===== src/rtl/mem_bus_arbiter_if.sv =====
// Bus bundle between the two masters (CPU, DMA), the arbiter and the data memory.
// The arbiter connects through the slave modport; the masters and the memory
// model connect through the master modport.
interface mem_bus_arbiter_if #(
    parameter int unsigned ADDR_WIDTH = 32,
    parameter int unsigned DATA_WIDTH = 32
);
    // Master 0 (CPU)
    logic                  m0_req;
    logic [2:0]            m0_ctrl;
    logic [ADDR_WIDTH-1:0] m0_addr;
    logic [DATA_WIDTH-1:0] m0_wdata;
    logic [DATA_WIDTH-1:0] m0_rdata;
    logic                  m0_ack;
    logic                  cpu_stall;
    // Master 1 (DMA / loader)
    logic                  m1_req;
    logic                  m1_lock;
    logic [2:0]            m1_ctrl;
    logic [ADDR_WIDTH-1:0] m1_addr;
    logic [DATA_WIDTH-1:0] m1_wdata;
    logic [DATA_WIDTH-1:0] m1_rdata;
    logic                  m1_ack;
    // Memory side
    logic [ADDR_WIDTH-1:0] mem_addr;
    logic [DATA_WIDTH-1:0] mem_wdata;
    logic [2:0]            mem_ctrl;
    logic [DATA_WIDTH-1:0] mem_rdata;

    modport slave (
        input  m0_req, m0_ctrl, m0_addr, m0_wdata,
        input  m1_req, m1_lock, m1_ctrl, m1_addr, m1_wdata,
        input  mem_rdata,
        output m0_rdata, m0_ack, cpu_stall,
        output m1_rdata, m1_ack,
        output mem_addr, mem_wdata, mem_ctrl
    );

    modport master (
        output m0_req, m0_ctrl, m0_addr, m0_wdata,
        output m1_req, m1_lock, m1_ctrl, m1_addr, m1_wdata,
        output mem_rdata,
        input  m0_rdata, m0_ack, cpu_stall,
        input  m1_rdata, m1_ack,
        input  mem_addr, mem_wdata, mem_ctrl
    );
endinterface


===== src/rtl/mem_bus_arbiter.sv =====
// Two-master arbiter for the single data memory port: CPU (master 0) and DMA
// (master 1). Registered round-robin grant, bounded burst lock for master 1,
// and a stall output that freezes the CPU while it does not own the bus.
// Optional statistics counters are built when ARB_STATS_EN is defined.
module mem_bus_arbiter #(
    parameter int unsigned ADDR_WIDTH = 32,
    parameter int unsigned DATA_WIDTH = 32,
    parameter int unsigned MAX_BURST  = 4
) (
    input  logic                  InputClk,
    input  logic                  rst,
`ifdef ARB_STATS_EN
    output logic [DATA_WIDTH-1:0] grant0_cnt,
    output logic [DATA_WIDTH-1:0] grant1_cnt,
    output logic [DATA_WIDTH-1:0] contend_cnt,
`endif
    mem_bus_arbiter_if.slave      bus
);

    typedef enum logic [1:0] {StIdle, StOwn0, StOwn1} state_e;

    // Last burst_cnt value at which master 1 may still retain the bus.
    localparam logic [3:0] BurstLast = 4'(MAX_BURST - 1);

    state_e     state_q, state_d;
    logic       last_owner_q, last_owner_d;
    logic [3:0] burst_cnt_q, burst_cnt_d;

    logic                  lock_hold;
    logic                  m0_ack, m1_ack;
    logic [ADDR_WIDTH-1:0] mem_addr;
    logic [DATA_WIDTH-1:0] mem_wdata;
    logic [2:0]            mem_ctrl;
    logic [DATA_WIDTH-1:0] m0_rdata, m1_rdata;

    // With MAX_BURST == 1 BurstLast is 0 and the comparison is never true.
    assign lock_hold = (state_q == StOwn1) && bus.m1_req && bus.m1_lock &&
                       (burst_cnt_q < BurstLast);

    // Arbitration state registers; reset aborts any ownership immediately.
    always_ff @(posedge InputClk or negedge rst) begin
        if (!rst) begin
            state_q      <= StIdle;
            last_owner_q <= 1'b1;
            burst_cnt_q  <= 4'd0;
        end else begin
            state_q      <= state_d;
            last_owner_q <= last_owner_d;
            burst_cnt_q  <= burst_cnt_d;
        end
    end

    // Next owner: lock retention first, then round-robin on contention.
    always_comb begin
        state_d      = StIdle;
        last_owner_d = last_owner_q;
        burst_cnt_d  = 4'd0;
        if (lock_hold) begin
            state_d     = StOwn1;
            burst_cnt_d = burst_cnt_q + 4'd1;
        end else if (bus.m0_req && bus.m1_req) begin
            state_d = last_owner_q ? StOwn0 : StOwn1;
        end else if (bus.m0_req) begin
            state_d = StOwn0;
        end else if (bus.m1_req) begin
            state_d = StOwn1;
        end
        unique case (state_d)
            StOwn0:  last_owner_d = 1'b0;
            StOwn1:  last_owner_d = 1'b1;
            default: last_owner_d = last_owner_q;
        endcase
    end

    // Datapath mux; the owner is served only while it keeps req high. While
    // rst is low the state is forced to StIdle, so mem_ctrl is already 0.
    always_comb begin
        m0_ack    = 1'b0;
        m1_ack    = 1'b0;
        mem_addr  = '0;
        mem_wdata = '0;
        mem_ctrl  = 3'b000;
        m0_rdata  = '0;
        m1_rdata  = '0;
        if (state_q == StOwn0 && bus.m0_req) begin
            m0_ack    = 1'b1;
            mem_addr  = bus.m0_addr;
            mem_wdata = bus.m0_wdata;
            mem_ctrl  = bus.m0_ctrl;
            m0_rdata  = bus.mem_rdata;
        end else if (state_q == StOwn1 && bus.m1_req) begin
            m1_ack    = 1'b1;
            mem_addr  = bus.m1_addr;
            mem_wdata = bus.m1_wdata;
            mem_ctrl  = bus.m1_ctrl;
            m1_rdata  = bus.mem_rdata;
        end
    end

    assign bus.m0_ack    = m0_ack;
    assign bus.m1_ack    = m1_ack;
    assign bus.m0_rdata  = m0_rdata;
    assign bus.m1_rdata  = m1_rdata;
    assign bus.mem_addr  = mem_addr;
    assign bus.mem_wdata = mem_wdata;
    assign bus.mem_ctrl  = mem_ctrl;
    assign bus.cpu_stall = bus.m0_req & ~m0_ack;

`ifdef ARB_STATS_EN
    logic [DATA_WIDTH-1:0] grant0_cnt_q, grant1_cnt_q, contend_cnt_q;

    // Saturating activity counters.
    always_ff @(posedge InputClk or negedge rst) begin
        if (!rst) begin
            grant0_cnt_q  <= '0;
            grant1_cnt_q  <= '0;
            contend_cnt_q <= '0;
        end else begin
            if (m0_ack && (grant0_cnt_q != '1)) begin
                grant0_cnt_q <= grant0_cnt_q + DATA_WIDTH'(1);
            end
            if (m1_ack && (grant1_cnt_q != '1)) begin
                grant1_cnt_q <= grant1_cnt_q + DATA_WIDTH'(1);
            end
            if (bus.m0_req && bus.m1_req && (contend_cnt_q != '1)) begin
                contend_cnt_q <= contend_cnt_q + DATA_WIDTH'(1);
            end
        end
    end

    assign grant0_cnt  = grant0_cnt_q;
    assign grant1_cnt  = grant1_cnt_q;
    assign contend_cnt = contend_cnt_q;
`endif

endmodule


===== src/flat_wrapper.sv =====
// flat-port wrapper written by rule: the top's interface ports become plain ports
module mem_bus_arbiter_flat 
#(
    parameter int unsigned ADDR_WIDTH = 32,
    parameter int unsigned DATA_WIDTH = 32,
    parameter int unsigned MAX_BURST  = 4
)
  (InputClk, rst, bus_m0_req, bus_m0_ctrl, bus_m0_addr, bus_m0_wdata, bus_m1_req, bus_m1_lock, bus_m1_ctrl, bus_m1_addr, bus_m1_wdata, bus_mem_rdata, bus_m0_rdata, bus_m0_ack, bus_cpu_stall, bus_m1_rdata, bus_m1_ack, bus_mem_addr, bus_mem_wdata, bus_mem_ctrl);
  mem_bus_arbiter_if #(.ADDR_WIDTH(ADDR_WIDTH), .DATA_WIDTH(DATA_WIDTH)) bus_i ();
  input  logic InputClk;
  input  logic rst;
  input wire logic [$bits(bus_i.m0_req)-1:0] bus_m0_req;
  input wire logic [$bits(bus_i.m0_ctrl)-1:0] bus_m0_ctrl;
  input wire logic [$bits(bus_i.m0_addr)-1:0] bus_m0_addr;
  input wire logic [$bits(bus_i.m0_wdata)-1:0] bus_m0_wdata;
  input wire logic [$bits(bus_i.m1_req)-1:0] bus_m1_req;
  input wire logic [$bits(bus_i.m1_lock)-1:0] bus_m1_lock;
  input wire logic [$bits(bus_i.m1_ctrl)-1:0] bus_m1_ctrl;
  input wire logic [$bits(bus_i.m1_addr)-1:0] bus_m1_addr;
  input wire logic [$bits(bus_i.m1_wdata)-1:0] bus_m1_wdata;
  input wire logic [$bits(bus_i.mem_rdata)-1:0] bus_mem_rdata;
  output wire logic [$bits(bus_i.m0_rdata)-1:0] bus_m0_rdata;
  output wire logic [$bits(bus_i.m0_ack)-1:0] bus_m0_ack;
  output wire logic [$bits(bus_i.cpu_stall)-1:0] bus_cpu_stall;
  output wire logic [$bits(bus_i.m1_rdata)-1:0] bus_m1_rdata;
  output wire logic [$bits(bus_i.m1_ack)-1:0] bus_m1_ack;
  output wire logic [$bits(bus_i.mem_addr)-1:0] bus_mem_addr;
  output wire logic [$bits(bus_i.mem_wdata)-1:0] bus_mem_wdata;
  output wire logic [$bits(bus_i.mem_ctrl)-1:0] bus_mem_ctrl;
  assign bus_i.m0_req = bus_m0_req;
  assign bus_i.m0_ctrl = bus_m0_ctrl;
  assign bus_i.m0_addr = bus_m0_addr;
  assign bus_i.m0_wdata = bus_m0_wdata;
  assign bus_i.m1_req = bus_m1_req;
  assign bus_i.m1_lock = bus_m1_lock;
  assign bus_i.m1_ctrl = bus_m1_ctrl;
  assign bus_i.m1_addr = bus_m1_addr;
  assign bus_i.m1_wdata = bus_m1_wdata;
  assign bus_i.mem_rdata = bus_mem_rdata;
  assign bus_m0_rdata = bus_i.m0_rdata;
  assign bus_m0_ack = bus_i.m0_ack;
  assign bus_cpu_stall = bus_i.cpu_stall;
  assign bus_m1_rdata = bus_i.m1_rdata;
  assign bus_m1_ack = bus_i.m1_ack;
  assign bus_mem_addr = bus_i.mem_addr;
  assign bus_mem_wdata = bus_i.mem_wdata;
  assign bus_mem_ctrl = bus_i.mem_ctrl;
  mem_bus_arbiter #(.ADDR_WIDTH(ADDR_WIDTH), .DATA_WIDTH(DATA_WIDTH), .MAX_BURST(MAX_BURST)) u_core (.InputClk(InputClk), .rst(rst), .bus(bus_i));
endmodule

===== config.mk =====
export PLATFORM = sky130hd
export DESIGN_NAME = mem_bus_arbiter_flat
export DESIGN_NICKNAME = d
export VERILOG_FILES = /design/src/rtl/mem_bus_arbiter_if.sv /design/src/rtl/mem_bus_arbiter.sv /design/src/flat_wrapper.sv
export SDC_FILE = /design/constraint.sdc
export NUM_CORES = 1
export LEC_CHECK = 0
export ABC_AREA = 1
export CORE_AREA = 4 4 117 119
export DETAILED_ROUTE_END_ITERATION = 12
export DIE_AREA = 0 0 121 123
export HOLD_SLACK_MARGIN = 0.08
export PLACE_DENSITY = 0.66
export REMOVE_ABC_BUFFERS = 1
export SYNTH_ARGS = -nofsm -noshare
export SYNTH_HDL_FRONTEND = slang
export SYNTH_SLANG_ARGS = --single-unit

===== constraint.sdc =====
create_clock -name InputClk -period 2.6 [get_ports InputClk]
set_input_delay 0.52 -clock InputClk [delete_from_list [all_inputs] [get_ports InputClk]]
set_output_delay 0.52 -clock InputClk [all_outputs]
set_load 0.02 [all_outputs]

[Yosys cells after proc, flatten, opt, wreduce, memory -nomap -nowiden]
Index checks and enable logic that the tools add are counted.
Cells by class
  $add $sub $neg: 1
  magnitude comparators: 1
  equal/unequal tests: 4
  muxes and demuxes: 19
  bitwise operators: 2
  reductions and logical operators: 6
Operators by type and width (number)
  32-bit 2-to-1 mux: 7
  2-bit 2-to-1 mux: 5
  3-bit 2-to-1 mux: 2
  1-bit logical AND: 5
  4-bit by 1-bit adder with 4-bit output, second input constant: 1
  2-bit by 1-bit equality test with 1-bit output, second input constant: 2
  2-bit equality test, second input constant: 2
  4-bit by 2-bit < comparator with 1-bit output, second input constant: 1
  4-bit 2-to-1 mux: 1
  1-bit 2-to-1 mux: 3
  1-bit case mux with 2 select lines: 1
  2-bit nonzero test: 1
  1-bit bitwise AND: 1
  1-bit inverter: 1
Word-level totals
  flip-flop bits (word level): 7
  word-level logic and storage cells: 36

[Logic depth before layout (Yosys ltp)]
  depth in word-level cells: 7
  gate-level depth with buffers: 8
  mapped depth without buffers: 7

[Worst setup path before layout]
OpenSTA, ideal clock, no wires.
  path type: in2out
  from: input port bus_m1_req
  to: output port bus_mem_wdata[14]
  arrival: 1.232 ns
  data required time: 2.080 ns
  slack: 0.848 ns
  stages on the path: 6
  cell sequence: nand2_1 -> nor2_2 -> buf_4 -> buf_4 -> nand2_1 -> nand2_1
On the way
  word-level cells in the longest chain between the ends: 3
Ends and longest elaborated chain
  start, declared: line flat_wrapper.sv:16  | input wire logic [$bits(bus_i.m1_req)-1:0] bus_m1_req;
  1-bit logical AND: line mem_bus_arbiter.sv:91  | end else if (state_q == StOwn1 && bus.m1_req) begin
  32-bit 2-to-1 mux: line mem_bus_arbiter.sv:91
  32-bit 2-to-1 mux: line mem_bus_arbiter.sv:85  | if (state_q == StOwn0 && bus.m0_req) begin
  end, declared: line flat_wrapper.sv:28  | output wire logic [$bits(bus_i.mem_wdata)-1:0] bus_mem_wdata;
Every way passes these cells.

[Worst setup path in the final report]
  from: input port bus_m1_req
  to: output port bus_m1_ack
On the way
  word-level cells in the longest chain between the ends: 3
Ends and longest elaborated chain
  1-bit logical AND: line mem_bus_arbiter.sv:91
  1-bit 2-to-1 mux: line mem_bus_arbiter.sv:91
  1-bit 2-to-1 mux: line mem_bus_arbiter.sv:85
  end, declared: line flat_wrapper.sv:26  | output wire logic [$bits(bus_i.m1_ack)-1:0] bus_m1_ack;
Every way passes these cells.

==> impl_results.md <==
* Clock Pin Slew Worst Setup and Hold Paths at 30 ps
* Critical-path top delay cell: clkdlybuf4s50_1
* Die area at 0.0149 mm2
* Simple-gate area share of the yosys netlist at 68.9%
* RSZ-0062 raised after global routing: yes
* Inserted Diodes at 0
* Max IR drop VDD at 0.340 mV
* Setup_tns at 0 ps
* Synth-to-layout area growth at 198%
* Pwr Total at 1.45 mW
* CTS sink cnt at 7
* Cell family with most CP delay: buffers and inverters
* CP endpoint kind: output pin
* CTS Hold Bufs at 0
* Post-Synth XOR/XNOR Area at 0%
* IO Pins at 305
* Worst-path cell chain: clkdlybuf4s50_1, nand2_1, nor2_4, buf_12, clkbuf_16, clkdlybuf4s15_1
* Synth Area in Adders at 1.62%
* Register area share after synthesis at 11.4%
* First-pass GRT wire length at 14200 um
* Setup crit start kind: primary input
* Avg WL per Cell at 12.5 um
* GR peak layer: met2
* Tcrit/Tclk final at 96.8%
* Worst Hold Path EP: u_core.burst_cnt_q[0]
* Layout cells sized above 1 at 10.9%
* Maxcap violations at 0
* Fin. max-slew vios at 0
* H-tree levels at 1
* Initial antenna violation count at 0
* Die H at 123 um
* R2R cell count at 7
* Vias in the first global route at 2742
* WP data required at 2080 ps
* Initial Utilization at 12.3%
* Syn avg cell area at 4.36 um2
* Top FF cell, synth: dfrtp_1
* Clk_lat worst skew at 230 ps
* DR vias/cell at 3.59
* Post-route cell area at 0.00461 mm2
* WHS Path Cells at 1
* Filler cells at 1384
* Lkg Pwr at 2.78 nW
* Met2 Use GR at 22.5%
* Top post-synthesis cells by area: nand2_1 50%, nor2_1 17%, dfrtp_1 9.7%, inv_1 9.5%, buf_2 2.9%
* Max stage delay on crit path at 540 ps
* Rows at 41
* CP arrival at 2000 ps
* Status: complete, no violations
* Final #Nets at 828
* Synth Instances at 355
* Crit Path Class: primary input to output pin
* GR Util met3 at 3.52%
* Core area at 0.0126 mm2
* Worst clock skew at 3.02 ps
* Post-DP HPWL at 8640 um
* Worst r2r src: u_core.state_q[0]
* Worst hold start: u_core.burst_cnt_q[0]
* Post-synthesis mux area share at 0%
* DP Area at 0.00481 mm2
* FMAX at 397 MHz
* Iter 0 DRT Violations at 82
* CTS buffer count at 3
* Largest net degree at the start of global routing at 50
* Synth warn at 0
* FF/Latch Area at 176 um2
* Non-Filler Instances at 826
* Post-route ant nets at 0
* Post-synth EDFFs at 0
* Critical Path Start: bus_m1_req
* Vias at 2968
* RR Endpoint: u_core.last_owner_q
* Initial DRT Pass Iterations at 4
* Top-area cell type share of the netlist area at 50.0%
* Synth Area in Compound Gates at 1.29%
* Power Density at 316 mW/mm2
* Biggest area consumer among synthesized cells: nand2_1
* CTS tree: done
* Yosys reg bits at 7
* Combinational family with the most area after synthesis: simple AND/OR/NAND/NOR gates
* Total Routed Length at 10400 um
* Worst hold-check path type: register to register
* Die W at 121 um
* GR met1 Demand/Resource at 13.4%
* CTS max path bufs at 2
* Setup violators final at 0
* RD Place Congestion at 0.755
* DRC viols at 0
* GR Util All Layers at 11.9%
* WP buf/inv at 4
* Reg2reg setup slack at 910 ps
* Placed insts at 820
* Root buf cell: clkbuf_16
* Worst-path fanout max at 24
* Unique cell type count in the Yosys netlist at 16
* Synthesized area at 0.00155 mm2
* Multi-input logic area at 0.00112 mm2
* Total grt overflow at 0
* IO Port Bufs at 304
* Count leader, synth: nand2_1
* Shortest period the worst path allows at 2520 ps
* Most frequent cells after synthesis: 206 x nand2_1, 71 x nor2_1, 39 x inv_1
* Final hold violation count at 0
* Synth async-reset ratio at 100%
## how the worst max path moves through the flow
stage,endpoint,slack [ps],cells after the start
finish,bus_m1_ack,80,6
global placement,bus_mem_addr[21],-260,7
global route,bus_mem_addr[6],-30,7
floorplan,u_core.last_owner_q,-330,6
detailed placement,bus_mem_addr[21],-270,7
CTS,bus_mem_wdata[21],-200,7
## sequential cells by signal, summed over array words and instances, names as in the netlist
register / count
u_core.state_q: 2
u_core.last_owner_q: 1
u_core.burst_cnt_q: 4
## what timing repair did
item / 4_1_cts / 5_1_grt
cloned: 0 / 1
resized for setup: 127 / 122
endpoints found under the hold margin: 0 / 0
endpoints found under the setup margin: 133 / 61
pin swaps: 0 / 0
setup buffers: 0 / 1
## through the flow
stage	util [%]	worst slack, ps	hold slack [ps]
after floorplan	-	-331	224
after global placement	38.2	-263	426
after detailed placement	38.2	-274	434
after CTS	37.7	-198	438
after global routing	36.6	-29.1	440
final	36.6	83.5	428
## layer usage
layer	share of wire [%]	up-vias	wire, um
met1	37	1213	3840
li1	-	1609	-
met4	0.66	0	68
met2	52	140	5420
met5	0	-	0
met3	10	6	1030
## cells in the final DEF (no fill, tap or decap), drive strengths merged, types with 3 or more instances in the layout
cell,instances
clkdlybuf4s50,171
dlygate4sd2,65
inv,40
dlymetal6s2s,8
clkdlybuf4s15,6
clkbuf,59
buf,9
dfrtp,6
a21oi,3
nor2,72
nand2,206
nand3,3
## logic make-up after synthesis
group                      count (synthesis)
AOI/OAI and AO/OA                          4
adders and majority gates                  2
buffers and inverters                     60
DFF                                        7
other                                      1
and+or+nand+nor                          281
## worst reg2reg max path: cells and delay by family, from the launching register on
kind | cells | cell delay (ps)
fa+ha+maj | 1 | 230
compound gates | 1 | 140
buf+inv | 2 | 310
simple gates | 3 | 510
flops | 1 | 430
## layout make-up
class,instances,share of cell area (%)
Multi-Input combinational cell,289,24.4
Clock buffer,4,1.71
Timing Repair Buffer,314,62.1
Inverter,40,3.26
Sequential cell,7,3.83
Tap cell,172,4.67
## power breakdown
part           total [mW]  internal [mW]  switching (mW)
registers           0.140          0.131         0.00901
clock network       0.261          0.204          0.0567
logic                1.05          0.490           0.564
Power figures use the tool's default switching activity.
